[src/rtl/pe_seq_pkg.sv]
// Shared op/state encodings and parameter defaults for the PE stream sequencer.
// Optional stall counter is enabled by defining PE_SEQ_PERF_EN when building the top.
package pe_seq_pkg;

    localparam int CNT_W_DEF     = 8;
    localparam int SHIFT_W_DEF   = 6;
    localparam int DRAIN_MAX_DEF = 16;

    typedef enum logic [1:0] {
        OP_PRELOAD = 2'b00,
        OP_COMPUTE = 2'b01
    } op_e;

    typedef enum logic [1:0] {
        IDLE   = 2'b00,
        STREAM = 2'b01,
        DRAIN  = 2'b10
    } state_e;

    function automatic logic is_legal_op(input logic [1:0] op);
        return (op == OP_PRELOAD) || (op == OP_COMPUTE);
    endfunction

endpackage

[src/rtl/pe_seq_result_tracker.sv]
// Counts PE result beats for the active command and decides when DRAIN ends,
// either because every expected result arrived or because the drain timer expired.
module pe_seq_result_tracker
    import pe_seq_pkg::*;
#(
    parameter int CNT_W     = CNT_W_DEF,
    parameter int DRAIN_MAX = DRAIN_MAX_DEF
) (
    input  logic             clk,
    input  logic             rst,
    input  logic             clear,
    input  logic             busy,
    input  logic             in_drain,
    input  logic             pe_out_valid,
    input  logic [CNT_W-1:0] rows,
    output logic             finish,
    output logic             timeout
);

    localparam int                TMR_W    = $clog2(DRAIN_MAX + 1);
    localparam logic [TMR_W-1:0]  TMR_LAST = TMR_W'(DRAIN_MAX - 1);

    logic [CNT_W-1:0] res_cnt_q;
    logic [CNT_W-1:0] res_cnt_d;
    logic [TMR_W-1:0] timer_q;
    logic [TMR_W-1:0] timer_d;
    logic             got_all;
    logic             expired;

    always_comb begin
        res_cnt_d = res_cnt_q;
        // Saturate so a chatty PE can never wrap the count back below rows.
        if (clear) begin
            res_cnt_d = '0;
        end else if (busy && pe_out_valid && (res_cnt_q != '1)) begin
            res_cnt_d = res_cnt_q + CNT_W'(1);
        end

        got_all = (res_cnt_q >= rows);
        expired = (timer_q == TMR_LAST);
        finish  = in_drain && (got_all || expired);
        timeout = in_drain && !got_all && expired;

        timer_d = (in_drain && !finish) ? timer_q + TMR_W'(1) : '0;
    end

    always_ff @(posedge clk) begin
        if (rst) begin
            res_cnt_q <= '0;
            timer_q   <= '0;
        end else begin
            res_cnt_q <= res_cnt_d;
            timer_q   <= timer_d;
        end
    end

endmodule

[src/rtl/pe_stream_sequencer.sv]
// Control sequencer for one registered PE tile: accepts PRELOAD/COMPUTE commands,
// gates the operand stream into the PE and reports done/timeout. Optional: PE_SEQ_PERF_EN.
module pe_stream_sequencer
    import pe_seq_pkg::*;
#(
    parameter int CNT_W     = CNT_W_DEF,
    parameter int SHIFT_W   = SHIFT_W_DEF,
    parameter int DRAIN_MAX = DRAIN_MAX_DEF
) (
    input  logic               CLK,
    input  logic               RST,
    input  logic               cmd_valid,
    output logic               cmd_ready,
    input  logic [1:0]         cmd_op,
    input  logic [CNT_W-1:0]   cmd_rows,
    input  logic [SHIFT_W-1:0] cmd_shift,
    input  logic               op_valid,
    output logic               op_ready,
    output logic               pe_in_valid,
    output logic               pe_in_propagate,
    output logic [SHIFT_W-1:0] pe_in_shift,
    input  logic               pe_out_valid,
    output logic               busy,
    output logic               done,
    output logic               err_illegal,
    output logic               err_timeout,
    output logic [31:0]        perf_stall_cnt,
    output logic [1:0]         dbg_state
);

    // Handshakes (cmd and op): a transfer happens on the rising CLK where
    // valid && ready; ready is a registered function of state only and never
    // depends on valid, and valid is not expected to wait for ready.

    state_e             state_q;
    state_e             state_d;
    op_e                op_q;
    op_e                op_d;
    logic [CNT_W-1:0]   rows_q;
    logic [CNT_W-1:0]   rows_d;
    logic [SHIFT_W-1:0] shift_q;
    logic [SHIFT_W-1:0] shift_d;
    logic               prop_q;
    logic               prop_d;
    logic [CNT_W-1:0]   beat_cnt_q;
    logic [CNT_W-1:0]   beat_cnt_d;
    logic               pe_in_valid_q;
    logic               pe_in_valid_d;
    logic               op_ready_q;
    logic               op_ready_d;
    logic               cmd_ready_q;
    logic               cmd_ready_d;
    logic               busy_q;
    logic               busy_d;
    logic               done_q;
    logic               done_d;
    logic               err_illegal_q;
    logic               err_illegal_d;
    logic               err_timeout_q;
    logic               err_timeout_d;

    logic               cmd_accept;
    logic               cmd_legal;
    logic               op_hs;
    logic               last_beat;
    logic               trk_clear;
    logic               trk_finish;
    logic               trk_timeout;

    always_comb begin
        cmd_accept = cmd_valid && cmd_ready_q;
        cmd_legal  = is_legal_op(cmd_op);
        op_hs      = op_valid && op_ready_q;
        last_beat  = op_hs && (beat_cnt_q == rows_q - CNT_W'(1));
        trk_clear  = 1'b0;

        state_d       = state_q;
        op_d          = op_q;
        rows_d        = rows_q;
        shift_d       = shift_q;
        prop_d        = prop_q;
        beat_cnt_d    = beat_cnt_q;
        err_illegal_d = 1'b0;
        done_d        = 1'b0;
        err_timeout_d = 1'b0;

        case (state_q)
            IDLE: begin
                if (cmd_accept) begin
                    if (cmd_legal) begin
                        op_d       = op_e'(cmd_op);
                        rows_d     = cmd_rows;
                        shift_d    = cmd_shift;
                        beat_cnt_d = '0;
                        trk_clear  = 1'b1;
                        if (cmd_op == OP_PRELOAD) begin
                            prop_d = !prop_q;
                        end
                        // A zero-row command has nothing to stream; it drains with an
                        // expected result count of zero and completes immediately.
                        state_d = (cmd_rows == '0) ? DRAIN : STREAM;
                    end else begin
                        err_illegal_d = 1'b1;
                    end
                end
            end
            STREAM: begin
                if (op_hs) begin
                    beat_cnt_d = beat_cnt_q + CNT_W'(1);
                    if (last_beat) begin
                        state_d = DRAIN;
                    end
                end
            end
            DRAIN: begin
                if (trk_finish) begin
                    state_d       = IDLE;
                    done_d        = 1'b1;
                    err_timeout_d = trk_timeout;
                end
            end
            default: begin
                state_d = IDLE;
            end
        endcase

        pe_in_valid_d = op_hs;
        op_ready_d    = (state_d == STREAM);
        // Holding ready low on the done cycle keeps a new command from
        // overlapping the completion pulse of the previous one.
        cmd_ready_d   = (state_d == IDLE) && (state_q == IDLE);
        busy_d        = (state_d != IDLE);
    end

    always_ff @(posedge CLK) begin
        if (RST) begin
            state_q       <= IDLE;
            op_q          <= OP_PRELOAD;
            rows_q        <= '0;
            shift_q       <= '0;
            prop_q        <= 1'b0;
            beat_cnt_q    <= '0;
            pe_in_valid_q <= 1'b0;
            op_ready_q    <= 1'b0;
            cmd_ready_q   <= 1'b0;
            busy_q        <= 1'b0;
            done_q        <= 1'b0;
            err_illegal_q <= 1'b0;
            err_timeout_q <= 1'b0;
        end else begin
            state_q       <= state_d;
            op_q          <= op_d;
            rows_q        <= rows_d;
            shift_q       <= shift_d;
            prop_q        <= prop_d;
            beat_cnt_q    <= beat_cnt_d;
            pe_in_valid_q <= pe_in_valid_d;
            op_ready_q    <= op_ready_d;
            cmd_ready_q   <= cmd_ready_d;
            busy_q        <= busy_d;
            done_q        <= done_d;
            err_illegal_q <= err_illegal_d;
            err_timeout_q <= err_timeout_d;
        end
    end

    pe_seq_result_tracker #(
        .CNT_W     (CNT_W),
        .DRAIN_MAX (DRAIN_MAX)
    ) u_tracker (
        .clk          (CLK),
        .rst          (RST),
        .clear        (trk_clear),
        .busy         (state_q != IDLE),
        .in_drain     (state_q == DRAIN),
        .pe_out_valid (pe_out_valid),
        .rows         (rows_q),
        .finish       (trk_finish),
        .timeout      (trk_timeout)
    );

`ifdef PE_SEQ_PERF_EN
    logic [31:0] perf_stall_q;
    logic [31:0] perf_stall_d;

    always_comb begin
        perf_stall_d = perf_stall_q;
        if ((state_q == STREAM) && !op_valid) begin
            perf_stall_d = perf_stall_q + 32'd1;
        end
    end

    always_ff @(posedge CLK) begin
        if (RST) begin
            perf_stall_q <= '0;
        end else begin
            perf_stall_q <= perf_stall_d;
        end
    end

    assign perf_stall_cnt = perf_stall_q;
`else
    assign perf_stall_cnt = 32'd0;
`endif

    assign cmd_ready       = cmd_ready_q;
    assign op_ready        = op_ready_q;
    assign pe_in_valid     = pe_in_valid_q;
    assign pe_in_propagate = prop_q;
    // PRELOAD never shifts; the latched shift only reaches the PE for COMPUTE.
    assign pe_in_shift     = (op_q == OP_COMPUTE) ? shift_q : '0;
    assign busy            = busy_q;
    assign done            = done_q;
    assign err_illegal     = err_illegal_q;
    assign err_timeout     = err_timeout_q;
    assign dbg_state       = state_q;

endmodule

[config.mk]
export PLATFORM = sky130hd
export DESIGN_NAME = pe_stream_sequencer
export DESIGN_NICKNAME = d
export VERILOG_FILES = /design/src/rtl/pe_seq_pkg.sv /design/src/rtl/pe_seq_result_tracker.sv /design/src/rtl/pe_stream_sequencer.sv
export SDC_FILE = /design/constraint.sdc
export NUM_CORES = 1
export LEC_CHECK = 0
export ABC_AREA = 0
export CAP_MARGIN = 20
export CORE_AREA = 2 2 90 92
export CTS_CLUSTER_DIAMETER = 50
export DETAILED_ROUTE_END_ITERATION = 7
export DIE_AREA = 0 0 92 94
export GPL_ROUTABILITY_DRIVEN = 0
export SLEW_MARGIN = 20
export SYNTH_ARGS = -nofsm -noshare
export SYNTH_HDL_FRONTEND = slang
export SYNTH_SLANG_ARGS = --single-unit
[constraint.sdc]
create_clock -name CLK -period 2.3 [get_ports CLK]
set_input_delay 0.69 -clock CLK [delete_from_list [all_inputs] [get_ports CLK]]
set_output_delay 0.69 -clock CLK [all_outputs]
set_load 0.01 [all_outputs]
==> reports/metrics.yaml <==
status: "finished clean"
path_clk_slew_ps: 90
power.density_mw_per_mm2: 494.9
hold_class: "reg2reg"
final_cell_area_mm2: 0.003087
drive_above_1_share_pct: 7.003
grt_busiest_layer: "met2"
die_w_um: 92
num_rows: 32
cts_buffers: 5
overflow: 0
synth_top_cell_by_area: "dfxtp_1"
place_area_mm2: 0.002993
cts_tree: "yes"
final_cells: 459
synth.cell_area_mm2: 0.002592
critPathKind: "reg2out"
cts.htree.levels: 2
fp.dieArea_mm2: 0.008648
setup_viol: 0
via_count: 2139
grt_pass1_wl_um: 9149
diodes: 0
synth_ff_type: "dfxtp_1"
grt_setup_unrepaired: "no"
vias_per_cell: 4.660
grt_util_met2_pct: 21.26
cap_violations: 0
yosys.area.top_type_share_pct: 36.29
antenna_found_initial: 0
first_global_vias: 1962
fin_crit_sh_pct: 96.16
seq_area_frac_synth_pct: 36.29
fin_util_pct: 40.58
fin_tns_setup_ps: 0
dp.cells: 451
ys_seq_elements: 47
numPortBuffers: 36
clk_latency_ps: 300
min_period_ps: 2212
synth_warnings: 0
synth_edf_count: 0
wl_um: 5508
crit_slowest_cell: "clkdlybuf4s50_1"
max_stage_delay_ps: 540
dieHeight_um: 94
fmax_mhz: 452.2
use_met1_pct: 17.23
avgSynthCellArea_um2: 8.256
postCtsHoldBufs: 0
syn-instance-count: 314
leakagePower_uw: 0.001219
path_cells: "nor2b_4, and2_1, clkdlybuf4s50_1"
critical_path_arrival_ps: 1520
cts_root_buf: "clkbuf_8"
end_kind: "primary output"
grtUsageMet3_pct: 3.451
dp_hpwl_um: 4235
fin_nets: 390
drc: 0
yosys-top-cells-area: "dfxtp_1 36%, buf_4 9.3%, ha_1 6.3%"
initial_core_util_pct: 34.08
postCtsSetupBuffers: 0
power_uw: 1528
start_kind: "flip-flop"
cts.path.max_buffers: 2
detail_route.first_pass.iterations: 4
critPathRequiredTime_ps: 1610
fp.coreArea_mm2: 0.007607
slew_viol_final: 0
postSynth.asyncResetShare_pct: 0
worst-path-max-fanout: 6
io_pins: 69
grtUsageTotal_pct: 13.26
ant_nets: 0
hold_viol: 0
grt_max_degree: 27
yosysUniqueCellTypes: 44
skew_ps: 8.569
syn_to_final_growth_pct: 19.06
cts_sinks: 47
first_iter_violations: 115
peakVddDrop_uv: 240.4
routedWlPerCell_um: 12.00
layer usage:
layer  vias to the layer above  part of all wire [%]
met5                         -                     0
met4                         0                   1.1
met3                         7                   5.3
met2                        67                    47
met1                       980                    47
li1                       1085                     -
report_power, final:
part / switching, µW / leakage (µW) / internal (µW)
clock: 271 / 0.0000422 / 214
sequential: 14.2 / 0.000380 / 828
combinational: 112 / 0.000797 / 88.4
total: 397 / 0.00122 / 1130
sequential cells by signal, indices dropped and copies added, names as in the netlist, 2 cells and up:
name,count
u_tracker.timer_q,5
op_q,2
dbg_state,2
rows_q,8
u_tracker.res_cnt_q,8
shift_q,6
beat_cnt_q,8
placed cells by master (no fill, tap or decap), types with 2 or more instances in the layout:
master           instances
o21ai_1                  2
and3_1                   5
nor2b_1                  4
nor2_1                  31
nand2_1                 42
and2_1                  10
conb_1                  32
a31oi_1                  2
nand4_1                  8
a21oi_1                 24
ha_1                    13
nand2b_1                 2
xnor2_1                  9
a211oi_1                 3
nor4_1                   9
o21ai_0                  5
nand3_1                  6
dfxtp_1                 47
dlymetal6s2s_1           2
nor3_1                   5
clkbuf_1                 2
clkbuf_8                 5
xor2_1                  13
clkdlybuf4s50_1         34
buf_4                    9
inv_1                   11
layout make-up:
class / count / area [µm²]
Clock inverter: 1 / 5.005
Clock buffer: 7 / 76.32
Sequential cell: 47 / 940.9
Inverter: 11 / 41.29
Fill cell: 773 / 4521
Tap cell: 102 / 127.6
Multi-Input combinational cell: 245 / 1443
Timing Repair Buffer: 46 / 452.9
what timing repair did:
action / CTS / global route
setup endpoints to repair: 6 / 2
resized for setup: 2 / 2
hold endpoints to repair: 0 / 0
worst max-delay path: cells and delay by family (launching register included):
kind                   cells  cell delay [ps]
buffers and inverters      1              540
flip-flops                 1              340
AND/OR/NAND/NOR            2              340
cells in the mapped netlist, types with 2 or more instances:
library cell and instances:
a211oi_1 3, a21oi_1 24, a31oi_1 2, and2_1 10, and3_1 5, buf_2 5
buf_4 32, clkbuf_1 4, dfxtp_1 47, ha_1 13, inv_1 11, nand2_1 42
nand2b_1 2, nand3_1 6, nand4_1 8, nor2_1 31, nor2b_1 5, nor3_1 5
nor4_1 9, o21ai_0 5, o21ai_1 2, xnor2_1 9, xor2_1 13
cells by family after synthesis:
| group | Yosys count | share of synthesized area [%] |
|---|---|---|
| AND/OR/NAND/NOR | 132 | 25.48 |
| buffers and inverters | 53 | 12.84 |
| flip-flops | 47 | 36.29 |
| AO/OA/AOI/OAI | 44 | 10.71 |
| XOR/XNOR | 22 | 7.433 |
| adder cells (fa/ha/maj) | 13 | 6.274 |
| multiplexers | 2 | 0.8204 |
| other | 1 | 0.1446 |
metrics by stage:
step | hold WS (ps) | setup WS [ps]
2_1_floorplan | 408.7 | 613.2
3_3_place_gp | 442.9 | 78.20
3_5_place_dp | 444.1 | 74.83
4_1_cts | 455.5 | 49.31
5_1_grt | 473.6 | 16.45
6_report | 453.7 | 88.39
worst paths after layout:
kind                                         startpoint                 endpoint  slack [ps]  cells past startpoint
worst max-delay path               op_q[0]$_SDFFE_PP0P_           pe_in_shift[5]          90                      3
worst min-delay path            shift_q[4]$_SDFFE_PP0P_  shift_q[4]$_SDFFE_PP0P_         450                      2
worst max register to register   rows_q[5]$_SDFFE_PP0P_          busy$_SDFF_PP0_         390                      7
worst min register to register  shift_q[4]$_SDFFE_PP0P_  shift_q[4]$_SDFFE_PP0P_         450                      2
Note: power is estimated with default switching activity, not from simulation.
